--- src/rtl/reg_wb_arbiter.sv ---
// Writeback arbiter: picks one of load/ALU/fetch writes per cycle and registers it
// toward the register file, with anti-starvation aging for the fetch channel.
module reg_wb_arbiter #(
   parameter int unsigned STARVE_MAX = 4,
   parameter logic [3:0]  R_MEM      = 4'hE,
   parameter logic [3:0]  R_ZR       = 4'hF
) (
   input  logic        i_clk,
   input  logic        i_rst,
   input  logic        i_hold,
   input  logic        i_ld_valid,
   output logic        o_ld_ready,
   input  logic [3:0]  i_ld_addr,
   input  logic [15:0] i_ld_data,
   input  logic        i_alu_valid,
   output logic        o_alu_ready,
   input  logic [3:0]  i_alu_addr,
   input  logic [15:0] i_alu_data,
   input  logic        i_fe_valid,
   output logic        o_fe_ready,
   input  logic [3:0]  i_fe_addr,
   input  logic [15:0] i_fe_data,
   output logic        o_wr_en,
   output logic [3:0]  o_dest_addr,
   output logic [15:0] o_dest_data,
   output logic [15:0] o_busy,
   output logic        o_drop,
   output logic [3:0]  o_fe_age
);

   localparam logic [3:0] StarveLim = 4'(STARVE_MAX);

   logic        ld_rdy, alu_rdy, fe_rdy, xfer, discard;
   logic [3:0]  sel_addr;
   logic [15:0] sel_data;

   logic [3:0]  age_q, age_d;
   logic        wr_en_q, wr_en_d;
   logic        drop_q, drop_d;
   logic [3:0]  addr_q, addr_d;
   logic [15:0] data_q, data_d;

   always_comb begin
      ld_rdy  = 1'b0;
      alu_rdy = 1'b0;
      fe_rdy  = 1'b0;
      if (!i_rst && !i_hold) begin
         if (i_fe_valid && (age_q >= StarveLim)) begin
            fe_rdy = 1'b1;
         end else if (i_ld_valid) begin
            ld_rdy = 1'b1;
         end else if (i_alu_valid) begin
            alu_rdy = 1'b1;
         end else if (i_fe_valid) begin
            fe_rdy = 1'b1;
         end
      end
      xfer = ld_rdy | alu_rdy | fe_rdy;

      sel_addr = i_ld_addr;
      sel_data = i_ld_data;
      if (alu_rdy) begin
         sel_addr = i_alu_addr;
         sel_data = i_alu_data;
      end else if (fe_rdy) begin
         sel_addr = i_fe_addr;
         sel_data = i_fe_data;
      end
      // Writes to the memory-mapped and hardwired-zero registers are swallowed.
      discard = (sel_addr == R_MEM) || (sel_addr == R_ZR);

      if (i_rst || !i_fe_valid || fe_rdy) begin
         age_d = 4'd0;
      end else if (age_q != 4'hF) begin
         age_d = age_q + 4'd1;
      end else begin
         age_d = age_q;
      end

      wr_en_d = xfer && !discard;
      drop_d  = xfer && discard;
      addr_d  = xfer ? sel_addr : addr_q;
      data_d  = xfer ? sel_data : data_q;
   end

   always_ff @(posedge i_clk) begin
      if (i_rst) begin
         age_q   <= 4'd0;
         wr_en_q <= 1'b0;
         drop_q  <= 1'b0;
         addr_q  <= 4'd0;
         data_q  <= 16'h0000;
      end else begin
         age_q   <= age_d;
         wr_en_q <= wr_en_d;
         drop_q  <= drop_d;
         addr_q  <= addr_d;
         data_q  <= data_d;
      end
   end

   // Reset arriving in the commit cycle cancels the pending write.
   assign o_wr_en     = wr_en_q & ~i_rst;
   assign o_drop      = drop_q & ~i_rst;
   assign o_dest_addr = addr_q;
   assign o_dest_data = data_q;
   assign o_fe_age    = age_q;
   assign o_ld_ready  = ld_rdy;
   assign o_alu_ready = alu_rdy;
   assign o_fe_ready  = fe_rdy;

   always_comb begin
      o_busy = 16'h0000;
      for (int k = 0; k < 16; k++) begin
         o_busy[k] = (o_wr_en && (o_dest_addr == 4'(k)))
                   || (i_ld_valid && (i_ld_addr == 4'(k)))
                   || (i_alu_valid && (i_alu_addr == 4'(k)))
                   || (i_fe_valid && (i_fe_addr == 4'(k)));
      end
      o_busy[R_MEM] = 1'b0;
      o_busy[R_ZR]  = 1'b0;
   end

endmodule
--- config.mk ---
export PLATFORM = sky130hd
export DESIGN_NAME = reg_wb_arbiter
export DESIGN_NICKNAME = d
export VERILOG_FILES = /design/src/rtl/reg_wb_arbiter.sv
export SDC_FILE = /design/constraint.sdc
export NUM_CORES = 1
export LEC_CHECK = 0
export CAP_MARGIN = 15
export CORE_MARGIN = 3
export CORE_UTILIZATION = 38
export DETAILED_ROUTE_END_ITERATION = 16
export PLACE_DENSITY = 0.83
export SLEW_MARGIN = 20
export SYNTH_ARGS = -nofsm -noshare
export SYNTH_HDL_FRONTEND = slang
export SYNTH_SLANG_ARGS = --single-unit
--- constraint.sdc ---
create_clock -name i_clk -period 1.7 [get_ports i_clk]
set_input_delay 0.17 -clock i_clk [delete_from_list [all_inputs] [get_ports i_clk]]
set_output_delay 0.17 -clock i_clk [all_outputs]
set_load 0.03 [all_outputs]
After elaboration in Yosys (flattened, before gate mapping)
Cells that the tools add are included.
{"block": "classes", "mux": 16, "n_reduce_logical": 114, "add_sub_neg": 1, "order_cmp": 1, "bitwise": 5, "eq_ne": 55}
{"op": "$eq A4 B4 Y1 const B", "n": 26}
{"op": "$eq A4 B3 Y1 const B", "n": 16}
{"op": "$logic_and A1 B1 Y1", "n": 60}
{"op": "$logic_or A1 B1 Y1", "n": 45}
{"op": "$eq A4 B2 Y1 const B", "n": 8}
{"op": "$mux W16", "n": 2}
{"op": "$eq A4 B1 Y1 const B", "n": 4}
{"op": "$logic_not A4 Y1", "n": 4}
{"op": "$mux W1", "n": 12}
{"op": "$mux W4", "n": 2}
{"op": "$add A4 B1 Y4 const B", "n": 1}
{"op": "$ge A4 B3 Y1 const B", "n": 1}
{"op": "$logic_not A1 Y1", "n": 4}
{"op": "$ne A4 B4 Y1 const B", "n": 1}
{"op": "$and A1 B1 Y1", "n": 2}
{"op": "$or A1 B1 Y1", "n": 2}
{"op": "$reduce_or A2 Y1", "n": 1}
{"op": "$not A1 Y1", "n": 1}
{"block": "word_totals", "reg_bits": 26}

Logic depth before layout (Yosys ltp)
{"block": "depth", "word_depth": 11, "mapped_depth": 7}

Worst setup path before layout
OpenSTA, ideal clock, no wires.
{"block": "synth_path", "path_kind": "flip-flop to output port", "start": "register addr_q[0], in the netlist o_dest_addr[0]", "end": "output port o_busy[0]", "arrival_time_ns": 1.585, "path_stages_with_launch": 3, "t_required_ns": 1.530, "slack_ns": -0.055, "n_path_buf": 0, "cell_sequence": "dfxtp_1 > or3_1 > o21ai_0"}
{"block": "synth_between", "elab_chain_cells": 5}
{"item": "start, declared", "line": "40", "text": "logic [3:0] addr_q, addr_d;"}
{"item": "start signal, assigned", "line": "97", "text": "addr_q <= addr_d;"}
{"item": "$logic_not A4 Y1", "line": "115", "text": "o_busy[k] = (o_wr_en && (o_dest_addr == 4'(k)))"}
{"item": "$logic_and A1 B1 Y1", "line": "115"}
{"item": "$logic_or A1 B1 Y1", "line": "116", "text": "|| (i_ld_valid && (i_ld_addr == 4'(k)))"}
{"item": "$logic_or A1 B1 Y1", "line": "117", "text": "|| (i_alu_valid && (i_alu_addr == 4'(k)))"}
{"item": "$logic_or A1 B1 Y1", "line": "118", "text": "|| (i_fe_valid && (i_fe_addr == 4'(k)));"}
{"item": "end, declared", "line": "26", "text": "output logic [15:0] o_busy,"}
No other way between the ends.

Worst setup path in the final report
{"block": "layout_path", "start": "input port i_alu_addr[2]", "end": "output port o_busy[7]"}
{"block": "layout_between", "elab_chain_cells": 4}
{"item": "start, declared", "line": "17", "text": "input logic [3:0] i_alu_addr,"}
{"item": "$eq A4 B3 Y1", "line": "117"}
{"item": "$logic_and A1 B1 Y1", "line": "117"}
{"item": "$logic_or A1 B1 Y1", "line": "117"}
{"item": "$logic_or A1 B1 Y1", "line": "118"}
No other way between the ends.

==> run metrics <==
CTS tree=built; met1 usage in global routing=26.7%; Hold Path Depth=4; total track usage=24.6%; Hold Path Class=input port to flip-flop; mapped cell area=1890 um^2; Final min period=1690 ps; vias per cell=5.46; most common cell in the netlist=dfxtp_1; Via Count=2,327; Worst Setup Start Kind=input port; H-tree Lvls=1; met2 usage=47.4%; number of remaining DRC errors=0; top-area cell type share of the netlist area=27.6%; syn avg cell area=8.85 um^2; core area=4750 um^2; Setup Viol. Count Final=0; CP Cell Sequence=dlygate4sd2_1 > buf_4 > nor2b_2 > a222oi_1 > o21ai_1 > buf_4; maximum VDD drop=0.387 mV; top cell type by total area after synthesis=dfxtp_1; CTS buffer count=3; post-synth cell types=45; Routed WL=7.35 mm; initial DRC count=101; largest net degree at the start of global routing=17; Crit Path Class=input port to primary output; antenna violations before repair=0; Yosys warning count=0; Clk Latency, worst-skew pair=270 ps; vias in the first global route=2,382; clock slew at reported path FFs=100 ps; outcome=complete, no violations; worst slack, placed=-446 ps; crit path DAT=1520 ps; Commonest cells post-synth=dfxtp_1 (26), mux2i_1 (21), a22oi_1 (18), o21ai_2 (18), nor2_1 (16); Hold WS=410 ps; layout cells sized above 1=31.5%; per-cell routed wire length=17.3 um; sequential cell area fraction in the yosys report=27.6%; Routed Antenna Nets=0; PD cells=562 nW/um^2; TritonCTS Sinks=26; Area contributors post-synth=dfxtp_1 (28%), mux2i_1 (11%), o21ai_2 (8.4%); Setup TNS Final=0 ps; crit-path most repeated cell=buf_4; Die Ht=76.4 um; grt ovf=0; most common flop cell mapped by yosys=dfxtp_1; first-pass GRT wire length=11.8 mm; total power=1980 uW; Antenna diodes=0; Max Buffers Root-to-Sink=2; CP max stage cell=a222oi_1; leakage power figure=0.00157 uW; Largest stage delay, worst path=440 ps; R2R depth=5; Clock Tree Root=clkbuf_8; Critical Path Sink Type=primary output; die footprint=5840 um^2; TritonRoute pass-1 iters=4; Fmax achieved=592 MHz; EDFF count, synth=0; Required @ worst endpoint=1530 ps; Setup WS post-layout=12.2 ps; area grow syn2layout=86.5%; Initial Utilization=39.7%; Crit Path Max Fanout=4; Seq cells post-synth=26; Tcrit/Tclk final=99.3%; GR Layer Usage met3=5.32%; FFs w/ async S/R, synth=0%; Final Hold Viols=0; layout net count=427; GPL Wtd Cong=0.934; Row Count=25; DP HPWL=5.97 mm; Clock Skew=10.3 ps; Mapped Cells=213; chip width=76.4 um; I/O pin total=111; Max Slew Vio Count=0; max-cap viol count=0; Port Buffers=108; RSZ-0062 raised after global routing=no; grt peak-use layer=met2
==> cell families after synthesis <==
logic type | synth area share (%)
other cells | 0.199
buf+inv | 5.37
flops | 27.6
compound gates | 32.4
fa+ha+maj | 0.663
xor+xnor | 0.465
simple gates | 21.5
mux | 11.7
==> through the flow <==
stage	utilization [%]	std cells	area (um^2)
floorplan	-	214	1890
global placement	70.6	420	3350
detailed placement	70.6	420	3350
CTS	73.6	425	3500
global route	74.0	426	3520
finish	74.0	426	3520
==> sequential cells by signal, indices dropped and copies added (netlist names) <==
| register | flops |
|---|---|
| o_fe_age | 4 |
| wr_en_q | 1 |
| drop_q | 1 |
| o_dest_addr | 4 |
| o_dest_data | 16 |
==> placed cells by master (no fill, tap or decap), types with 7 or more instances in the layout <==
cell type,n
a222oi_1,7
a22oi_1,18
buf_12,8
buf_4,45
buf_6,10
clkdlybuf4s50_1,73
dfxtp_1,22
dlygate4sd2_1,15
mux2i_1,21
nand2_1,10
nand3_1,7
nand3b_1,9
nor2_1,15
o21ai_1,8
o21ai_2,18
==> area by class of cell <==
cell class / instances / area [um^2]
Timing Repair Buffer: 154 / 1500
Multi-Input combinational cell: 172 / 1330
Fill cell: 357 / 1240
Sequential cell: 26 / 526
Tap cell: 67 / 83.8
Clock buffer: 3 / 41.3
Clock inverter: 1 / 30.0
Inverter: 3 / 11.3
==> worst paths after layout <==
check                                     start         endpoint  slack (ps)
worst max-delay path              i_alu_addr[2]        o_busy[7]          10
worst min-delay path               i_ld_addr[3]   o_dest_addr[3]         410
worst max register to register      o_fe_age[3]          wr_en_q         120
worst min register to register  o_dest_data[13]  o_dest_data[13]         490
==> what timing repair did <==
action / 4_1_cts / 5_1_grt
pin swaps: 8 / 4
cloned: 0 / 0
endpoints found under the setup margin: 17 / 9
gates resized for setup: 57 / 4
buffers inserted: 3 / 2
hold endpoints to repair: 0 / 0
hold buffers: 0 / 0
==> critical path: cells and delay by family <==
kind	cells	cell delay, ps
buffers and inverters	3	610
AOI/OAI and AO/OA	2	570
and+or+nand+nor	1	170
==> where the power goes <==
part	internal [uW]	switching (uW)
clock	315	198
sequential	654	29.3
combinational	400	381
==> per-layer routing <==
layer  wire, um  part of all wire [%]
met2       3940                    54
met1       2830                    38
met4        121                   1.6
met5          0                     0
met3        459                   6.2
(Power assumes the default switching activity.)
